===== src/rtl/systolic_pkg.sv =====
// Shared definitions for the systolic array sequencer: default sizes,
// feed-phase length helper and the controller state encoding.
package systolic_pkg;

   localparam int DATA_SIZE_DEF = 4;
   localparam int N_DEF         = 4;

   // Cycles needed to push the last skewed operand through an n x n array
   function automatic int feed_len(input int n);
      return 3 * n - 2;
   endfunction

   localparam int FEED_LEN = feed_len(N_DEF);
   localparam int IDX_W    = $clog2(N_DEF);

   typedef enum logic [1:0] {
      IDLE  = 2'd0,
      CLEAR = 2'd1,
      FEED  = 2'd2,
      DONE  = 2'd3
   } state_t;

endpackage


===== src/rtl/systolic_operand_buf.sv =====
// N x N signed operand register file. One write port; the read side
// presents one skewed edge lane per row (or per column when TRANSPOSE=1)
// for feed counter i_f, zero where the lane has no element in range.
module systolic_operand_buf
   import systolic_pkg::*;
#(
   parameter int  DATA_SIZE = DATA_SIZE_DEF,
   parameter int  N         = N_DEF,
   parameter bit  TRANSPOSE = 1'b0,
   localparam int IW        = $clog2(N),
   localparam int F_W       = $clog2(feed_len(N))
) (
   input  logic                        clk,
   input  logic                        reset,
   input  logic                        i_we,
   input  logic [IW-1:0]               i_row,
   input  logic [IW-1:0]               i_col,
   input  logic signed [DATA_SIZE-1:0] i_data,
   input  logic [F_W-1:0]              i_f,
   output logic [N*DATA_SIZE-1:0]      o_edge
);

   logic signed [DATA_SIZE-1:0] r_mem [N][N];

   // Element storage: cleared by reset, last write to an element wins
   always_ff @(posedge clk) begin
      if (reset) begin
         for (int r = 0; r < N; r++)
            for (int c = 0; c < N; c++)
               r_mem[r][c] <= '0;
      end else if (i_we) begin
         r_mem[i_row][i_col] <= i_data;
      end
   end

   // Lane l carries element index k = f - l while 0 <= k < N
   for (genvar l = 0; l < N; l++) begin : g_lane
      logic [F_W-1:0]              w_k;
      logic                        w_hit;
      logic signed [DATA_SIZE-1:0] w_val;

      assign w_k   = i_f - F_W'(l);
      assign w_hit = (i_f >= F_W'(l)) && (w_k < F_W'(N));

      if (TRANSPOSE) begin : g_col
         assign w_val = r_mem[w_k[IW-1:0]][l];
      end else begin : g_row
         assign w_val = r_mem[l][w_k[IW-1:0]];
      end

      assign o_edge[l*DATA_SIZE +: DATA_SIZE] = w_hit ? w_val : '0;
   end

endmodule


===== src/rtl/systolic_seq_ctrl.sv =====
// Sequencer for an N x N output-stationary systolic MAC array. Holds the
// A and B operands, clears the PE accumulators for one cycle, then streams
// skewed rows of A west and columns of B north, and flags completion.
// Every output is registered from the next-state values so edges and
// control change together on the clock.
module systolic_seq_ctrl
   import systolic_pkg::*;
#(
   parameter int DATA_SIZE = DATA_SIZE_DEF,
   parameter int N         = N_DEF
) (
   input  logic                        clk,
   input  logic                        reset,
   input  logic                        ld_we,
   input  logic                        ld_sel,
   input  logic [$clog2(N)-1:0]        ld_row,
   input  logic [$clog2(N)-1:0]        ld_col,
   input  logic signed [DATA_SIZE-1:0] ld_data,
   output logic                        ld_ready,
   input  logic                        start,
   output logic                        busy,
   output logic                        pe_clr,
   output logic [N*DATA_SIZE-1:0]      a_edge,
   output logic [N*DATA_SIZE-1:0]      b_edge,
   output logic                        done,
   output logic                        res_valid
);

   localparam int LEN = feed_len(N);
   localparam int F_W = $clog2(LEN);

   state_t                   r_state, w_state_nxt;
   logic [F_W-1:0]           r_f, w_f_nxt;
   logic                     r_busy, r_pe_clr, r_done, r_res_valid;
   logic [N*DATA_SIZE-1:0]   r_a_edge, r_b_edge;
   logic                     w_rv_nxt, w_feed_nxt;
   logic                     w_wr_a, w_wr_b;
   logic [N*DATA_SIZE-1:0]   w_a_rd, w_b_rd;

   // Host writes are only taken while idle; a write coinciding with start
   // still lands before the first edge read
   assign w_wr_a = ld_we & ~r_busy & ~ld_sel;
   assign w_wr_b = ld_we & ~r_busy &  ld_sel;

   systolic_operand_buf #(
      .DATA_SIZE (DATA_SIZE),
      .N         (N),
      .TRANSPOSE (1'b0)
   ) u_buf_a (
      .clk    (clk),
      .reset  (reset),
      .i_we   (w_wr_a),
      .i_row  (ld_row),
      .i_col  (ld_col),
      .i_data (ld_data),
      .i_f    (w_f_nxt),
      .o_edge (w_a_rd)
   );

   systolic_operand_buf #(
      .DATA_SIZE (DATA_SIZE),
      .N         (N),
      .TRANSPOSE (1'b1)
   ) u_buf_b (
      .clk    (clk),
      .reset  (reset),
      .i_we   (w_wr_b),
      .i_row  (ld_row),
      .i_col  (ld_col),
      .i_data (ld_data),
      .i_f    (w_f_nxt),
      .o_edge (w_b_rd)
   );

   // Next state, next feed index and next result-valid flag
   always_comb begin
      w_state_nxt = r_state;
      w_f_nxt     = r_f;
      w_rv_nxt    = r_res_valid;
      case (r_state)
         IDLE: begin
            if (start) begin
               w_state_nxt = CLEAR;
               w_rv_nxt    = 1'b0;
            end
         end
         CLEAR: begin
            w_state_nxt = FEED;
            w_f_nxt     = '0;
         end
         FEED: begin
            if (r_f == F_W'(LEN - 1))
               w_state_nxt = DONE;
            else
               w_f_nxt = r_f + 1'b1;
         end
         DONE: begin
            w_state_nxt = IDLE;
            w_rv_nxt    = 1'b1;
         end
         default: w_state_nxt = IDLE;
      endcase
      w_feed_nxt = (w_state_nxt == FEED);
   end

   // State and feed counter registers
   always_ff @(posedge clk) begin
      if (reset) begin
         r_state <= IDLE;
         r_f     <= '0;
      end else begin
         r_state <= w_state_nxt;
         r_f     <= w_f_nxt;
      end
   end

   // Registered outputs, derived from where the FSM is heading
   always_ff @(posedge clk) begin
      if (reset) begin
         r_busy      <= 1'b0;
         r_pe_clr    <= 1'b0;
         r_done      <= 1'b0;
         r_res_valid <= 1'b0;
         r_a_edge    <= '0;
         r_b_edge    <= '0;
      end else begin
         r_busy      <= (w_state_nxt != IDLE);
         r_pe_clr    <= (w_state_nxt == CLEAR);
         r_done      <= (w_state_nxt == DONE);
         r_res_valid <= w_rv_nxt;
         r_a_edge    <= w_feed_nxt ? w_a_rd : '0;
         r_b_edge    <= w_feed_nxt ? w_b_rd : '0;
      end
   end

   assign ld_ready  = ~r_busy;
   assign busy      = r_busy;
   assign pe_clr    = r_pe_clr;
   assign done      = r_done;
   assign res_valid = r_res_valid;
   assign a_edge    = r_a_edge;
   assign b_edge    = r_b_edge;

endmodule


===== config.mk =====
export PLATFORM = sky130hd
export DESIGN_NAME = systolic_seq_ctrl
export DESIGN_NICKNAME = d
export VERILOG_FILES = /design/src/rtl/systolic_pkg.sv /design/src/rtl/systolic_operand_buf.sv /design/src/rtl/systolic_seq_ctrl.sv
export SDC_FILE = /design/constraint.sdc
export NUM_CORES = 1
export LEC_CHECK = 0
export ABC_CLOCK_PERIOD_IN_PS = 4350
export CORE_MARGIN = 2
export CORE_UTILIZATION = 35
export DETAILED_ROUTE_END_ITERATION = 7
export PLACE_DENSITY = 0.55
export SLEW_MARGIN = 20
export SYNTH_ARGS = -nofsm -noshare
export SYNTH_HDL_FRONTEND = slang
export SYNTH_SLANG_ARGS = --single-unit

===== constraint.sdc =====
create_clock -name clk -period 4.35 [get_ports clk]
set_input_delay 0.6525 -clock clk [delete_from_list [all_inputs] [get_ports clk]]
set_output_delay 0.6525 -clock clk [all_outputs]
set_load 0.02 [all_outputs]

# Word-level counts from Yosys, hierarchy flattened
# Memories as Yosys holds them, arrays and structs flattened. A register that Yosys moved wholly into a read port is not among the register bits.
# Index checks and enable logic that the tools add are counted.
[op_classes]
reduce_logical = 15
n_bitwise = 15
magnitude_cmp = 14
add_sub_neg = 4
eq_ne = 8
n_mux = 35
[ops]
columns = ["op", "count"]
rows = [
  ["16-bit 2-to-1 mux", 6],
  ["4-bit 2-to-1 mux", 10],
  ["4-bit binary-select mux with 2-bit select", 4],
  ["16-bit OR reduction", 2],
  ["4-bit by 3-bit less-than comparator with 1-bit output, second input constant", 4],
  ["3-bit greater-or-equal comparator, second input constant", 5],
  ["2-bit inverter with 3-bit output", 5],
  ["3-bit OR reduction", 4],
  ["4-bit demux with 2-bit select", 1],
  ["2-bit equality test, second input constant", 4],
  ["4-bit by 1-bit greater-or-equal comparator with 1-bit output, second input constant", 2],
  ["4-bit by 2-bit greater-or-equal comparator with 1-bit output, second input constant", 2],
  ["2-bit 2-to-1 mux", 4],
  ["2-bit case mux with 4 select lines", 1],
  ["4-bit case mux with 2 select lines", 1],
  ["4-bit by 2-bit subtractor with 4-bit output, second input constant", 2],
  ["1-bit 2-to-1 mux", 7],
  ["1-bit inverter", 7],
  ["1-bit logical AND", 5],
  ["4-bit by 1-bit adder with 4-bit output, second input constant", 1],
  ["2-bit by 1-bit equality test with 1-bit output, second input constant", 2],
  ["4-bit equality test, second input constant", 1],
  ["2-bit nonzero test", 2],
  ["4-bit by 1-bit subtractor with 4-bit output, second input constant", 1],
  ["other kinds (6)", 8],
]
[word_totals]
ff_bits = 26
n_memories = 2
ramBits = 128
word_cells = 103
input_bits = 13
[mem_list]
columns = ["name", "depth", "word_bits", "read_ports", "rd_clocked_by_memory_dff", "wr", "line_no", "source"]
rows = [
  ["u_buf_a.r_mem", 4, 16, 4, 0, 4, "systolic_operand_buf.sv:23", "logic signed [DATA_SIZE-1:0] r_mem [N][N];"],
  ["u_buf_b.r_mem", 4, 16, 4, 4, 4, "systolic_operand_buf.sv:23", ""],
]

# Logic depth before layout (Yosys ltp)
[depth]
ltp_word = 8
depth_mapped = 14
mapped_depth_nobuf = 12

# Modules after synthesis
# From an unflattened synthesis, not the netlist that was laid out.
[unflattened]
hier_cells = 595
hier_area_um2 = 7977.7
[by_module_without_submodules]
columns = ["module", "instances", "seq_area_each_um2", "area_per_inst_um2", "cells_each"]
rows = [
  ["systolic_operand_buf at u_buf_b", 1, 1921.8, 3236.9, 229],
  ["systolic_operand_buf at u_buf_a", 1, 1921.8, 3235.6, 229],
  ["systolic_seq_ctrl", 1, 840.8, 1505.2, 137],
]

# Least setup slack after synthesis
# No wires, ideal clock.
[synth_path]
path_type = "register to register"
start = "reg r_state[0]"
end = "reg r_b_edge[6] (netlist: b_edge[6]), read port of u_buf_b.r_mem"
arrival_ns = 3.502
setup_ns = 0.115
required_time_ns = 4.235
stages_incl_launch_ff = 15
path_buffers = 5
slack_ns = 0.733
period_less_slack_ns = 3.617
cell_sequence = "dfxtp_1 > inv_1 > ha_1 > buf_2 > nor2b_1 > nor2_1 > nor2_4 > buf_4 > inv_2 > buf_4 > ha_1 > buf_1 > clkbuf_1 > mux4_2 > and2_1"
[synth_lines]
columns = ["item", "line_no", "source"]
rows = [
  ["from (decl)", "systolic_seq_ctrl.sv:32", "state_t r_state, w_state_nxt;"],
  ["from (signal assigned)", "systolic_seq_ctrl.sv:112", "r_state <= w_state_nxt;"],
  ["2-bit equality test, or another cell as far along", "systolic_seq_ctrl.sv:80", "case (r_state)"],
  ["2-bit case mux with 4 select lines (*)", "systolic_seq_ctrl.sv:80", ""],
  ["via w_state_nxt[1]", "systolic_seq_ctrl.sv:32", ""],
  ["2-bit equality test (*)", "systolic_seq_ctrl.sv:103", "w_feed_nxt = (w_state_nxt == FEED);"],
  ["1-bit inverter (no source line) (*)", "n/a", ""],
  ["3-bit OR reduction (no source line) (*)", "n/a", ""],
  ["to (decl)", "systolic_seq_ctrl.sv:35", "logic [N*DATA_SIZE-1:0] r_a_edge, r_b_edge;"],
]
# The timed path passes the listed nets; every way through them passes the cells marked *.
# A chain may end at the register's enable or synchronous reset.

# Worst setup path after layout
[layout_path]
start = "reg r_state[0]"
end = "reg r_b_edge[5] (netlist: b_edge[5]), read port of u_buf_b.r_mem"
# Same word-level chain as after synthesis.

==> impl_summary.log <==
INFO  metric cts_hold_repair.buffers = 0
INFO  metric hold_viol_final = 0
INFO  metric cell_count_after_placement = 891
INFO  metric setup.worst_path.end_class = flip-flop
INFO  metric finClkSkew = between 9 and 10 ps
INFO  metric p_leak = 0.003322 uW
INFO  metric run_status = complete, no violations
INFO  metric cts.root.buffer_cell = sky130_fd_sc_hd__clkbuf_16
INFO  metric initial_utilization = ~36%
INFO  metric layout_common_cells = sky130_fd_sc_hd__and2_1 (145), sky130_fd_sc_hd__edfxtp_1 (128), sky130_fd_sc_hd__nor2_1 (51)
INFO  metric fin_tns_setup = 0 ps
INFO  metric routabilityCongestion = between 0.7 and 0.8
INFO  metric grt_pass1_wl = approximately 24 mm
INFO  metric synthesized_instance_count = 587
INFO  metric slew_viol_final = 0
INFO  metric die_w = ~150 um
INFO  metric post-cts-setup-buffer-count = 0
INFO  metric postSynth.topFlopCell = sky130_fd_sc_hd__edfxtp_1
INFO  metric clkSinkCount = 170
INFO  metric routed_wire_length_per_instance = 17.37 um
INFO  metric vias_in_the_first_global_route = between 4000 and 5000
INFO  metric fmaxAchievable = about 280 MHz
INFO  metric cts.path.max_buffers = 2
INFO  metric cts_tree = yes
INFO  metric vias = ~4500
INFO  metric die_height = 151.0 um
INFO  metric postSynthRegisterBits = between 150 and 200
INFO  metric power_density = ~450 mW/mm^2
INFO  metric async_flop_share = 0%
INFO  metric io_pins = 50
INFO  metric drt.antenna.violating_nets = 0
INFO  metric cts_repair_resize_count = 0
INFO  metric mappedNetlistNets = 610
INFO  metric place_hpwl = 10.79 mm
INFO  metric report.final.setup_viol = 0
INFO  metric critical_path_start_end_classification = reg2reg
INFO  metric final_min_period_over_clock_period = 81.63%
INFO  metric route.detailed.vias_per_inst = a little under 5
INFO  metric synth_area_per_cell = approximately 13 sq um
INFO  metric layout.nets = between 600 and 700
INFO  metric critical_path.startpoint_type = flip-flop
INFO  metric cts_htree_levels = 4
INFO  metric totalWireLength = roughly 16 mm
INFO  metric critical_path_required = about 4700 ps
INFO  metric areaGrowthSynthToFinish = 18.47%
INFO  metric core_rows = between 50 and 60
INFO  metric rsz0062_at_grt = no
INFO  metric detailedRoute.firstIterationViolations = ~250
INFO  metric antenna_found_initial = 0
INFO  metric global_route.usage.total = 14.65%
INFO  metric drt_drc_violations_left = 0
INFO  metric io_buffers = 49
INFO  metric ir_worst_vdd = 0.2807 mV
INFO  metric gr-total-overflow = 0
INFO  metric timing.critical_path.arrival = roughly 3900 ps
INFO  metric die_area = 0.02279 sq mm
INFO  metric min-delay-path-class = reg2reg
INFO  metric later_pin_clock_latency_in_the_skew_report = 430 ps
INFO  metric detail_route.first_pass.iterations = 4
INFO  metric core-area = between 0.02 and 0.025 sq mm
INFO  metric synth.lib_cells_used.distinct = 47
INFO  metric path_clk_slew = roughly 70 ps
INFO  metric tritoncts.num_buffers = 17
INFO  metric yosysWarnings = 0
INFO  metric grt_max_degree = 35
INFO  metric maxSlewHeadroom = roughly a third
INFO  metric final_common_cell = sky130_fd_sc_hd__and2_1
INFO  metric max_cap_viols = 0
INFO  metric synth_edf_count = about 130
INFO  metric post_syn_area = between 0.007 and 0.008 sq mm
INFO  metric period_minus_slack = approximately 3600 ps
INFO  metric drive_gt1_share = 15.59%
INFO  metric worstPathMaxFanout = 18
INFO  metric synth-seq-area-share = around 62%
INFO  metric insertedDiodeCount = 0
INFO  metric worst_slew_pin_slew = around 1000 ps
INFO  metric fin_cells = a little over 900
## layer usage
layer	global-route usage, %	up-vias	part of all wire [%]
li1	-	2158	-
met1	18.27	2192	44
met2	25.11	80	51
met3	2.711	21	3.7
met4	6.028	0	2.1
met5	0	-	0
## power by group
group / internal (uW) / leakage, uW / switching (uW)
Combinational: 240 / 0.00137 / 324
Sequential: 1810 / 0.00166 / 36.1
Clock: 915 / 0.000293 / 656
Total: 2970 / 0.00332 / 1020
## final timing paths
path | startpoint | end | slack (ps) | cells after the start
worst max-delay path | r_state[0] | b_edge[5] | 800 | 11
worst min-delay path | res_valid | res_valid | 510 | 2
worst max register to register | r_state[0] | b_edge[5] | 800 | 11
worst min register to register | res_valid | res_valid | 510 | 2
## per-stage QoR
step           setup slack (ps)  util [%]  total power (uW)  hold WS, ps  cell area (sq um)
6_report                  799.1     42.47              3986        508.9               8956
4_1_cts                   651.6     42.47              4019        513.3               8956
2_1_floorplan             733.1         -              2279        484.0               7560
5_1_grt                   405.5     42.47              4127        570.3               8956
3_5_place_dp              661.2     39.58              2461        500.1               8346
3_3_place_gp              768.9     39.58              2453        522.0               8346
## kinds of logic (layout without fill, tap and decap cells)
group | Yosys count | in the layout | synth area share, %
AND/OR/NAND/NOR | 298 | 298 | 22.23
XOR/XNOR | 3 | 3 | 0.3476
adder cells (fa/ha/maj) | 10 | 10 | 1.655
multiplexers | 33 | 33 | 7.448
buffers and inverters | 38 | 99 | 2.284
AO/OA/AOI/OAI | 35 | 35 | 4.072
flip-flops | 170 | 170 | 61.97
## worst max-delay path, cell delays in order, from the launching register on
cell	delay [ps]
sky130_fd_sc_hd__dfxtp_1	390
sky130_fd_sc_hd__inv_1	80
sky130_fd_sc_hd__ha_1	500
sky130_fd_sc_hd__o22ai_1	170
sky130_fd_sc_hd__a41oi_4	390
sky130_fd_sc_hd__buf_4	300
sky130_fd_sc_hd__ha_1	170
sky130_fd_sc_hd__inv_1	40
sky130_fd_sc_hd__o31ai_1	290
sky130_fd_sc_hd__xor2_1	110
sky130_fd_sc_hd__nor3_1	800
sky130_fd_sc_hd__and2_1	240
## final cells by class
type | count | area [sq um]
Fill cell | 1958 | 12130
Sequential cell | 170 | 4684
Multi-Input combinational cell | 379 | 2721
Timing Repair Buffer | 59 | 565.5
Clock buffer | 17 | 425.4
Tap cell | 275 | 344.1
Clock inverter | 15 | 185.2
Inverter | 8 | 30.03
## flip-flops by register name, indices dropped and copies added, names as in the netlist
register / flops
r_f: 4
a_edge: 16
done: 1
u_buf_b.r_mem: 64
u_buf_a.r_mem: 64
pe_clr: 1
res_valid: 1
b_edge: 16
r_state: 2
busy: 1
## cells in the mapped netlist, types with 2 or more instances
cell | n | area share [%]
sky130_fd_sc_hd__nand3_1 | 4 | 0.26
sky130_fd_sc_hd__nor3_1 | 4 | 0.26
sky130_fd_sc_hd__nand2_1 | 31 | 1.5
sky130_fd_sc_hd__clkbuf_1 | 20 | 0.99
sky130_fd_sc_hd__edfxtp_1 | 128 | 51
sky130_fd_sc_hd__ha_1 | 10 | 1.7
sky130_fd_sc_hd__dfxtp_1 | 42 | 11
sky130_fd_sc_hd__mux2_2 | 8 | 1.2
sky130_fd_sc_hd__nor2_1 | 51 | 2.5
sky130_fd_sc_hd__mux2i_1 | 9 | 1.2
sky130_fd_sc_hd__nand2b_1 | 4 | 0.33
sky130_fd_sc_hd__xor2_1 | 2 | 0.23
sky130_fd_sc_hd__mux4_2 | 10 | 3.0
sky130_fd_sc_hd__or2_2 | 34 | 2.8
sky130_fd_sc_hd__nor2b_1 | 13 | 1.1
sky130_fd_sc_hd__and2_1 | 145 | 12
sky130_fd_sc_hd__a31oi_1 | 8 | 0.66
sky130_fd_sc_hd__a311oi_1 | 8 | 0.93
sky130_fd_sc_hd__mux4_1 | 6 | 2.1
sky130_fd_sc_hd__nor3b_1 | 3 | 0.30
sky130_fd_sc_hd__buf_4 | 5 | 0.50
sky130_fd_sc_hd__o22ai_1 | 9 | 0.74
sky130_fd_sc_hd__buf_2 | 3 | 0.20
sky130_fd_sc_hd__inv_1 | 7 | 0.35
No activity file was read; power rests on OpenSTA's default activity.
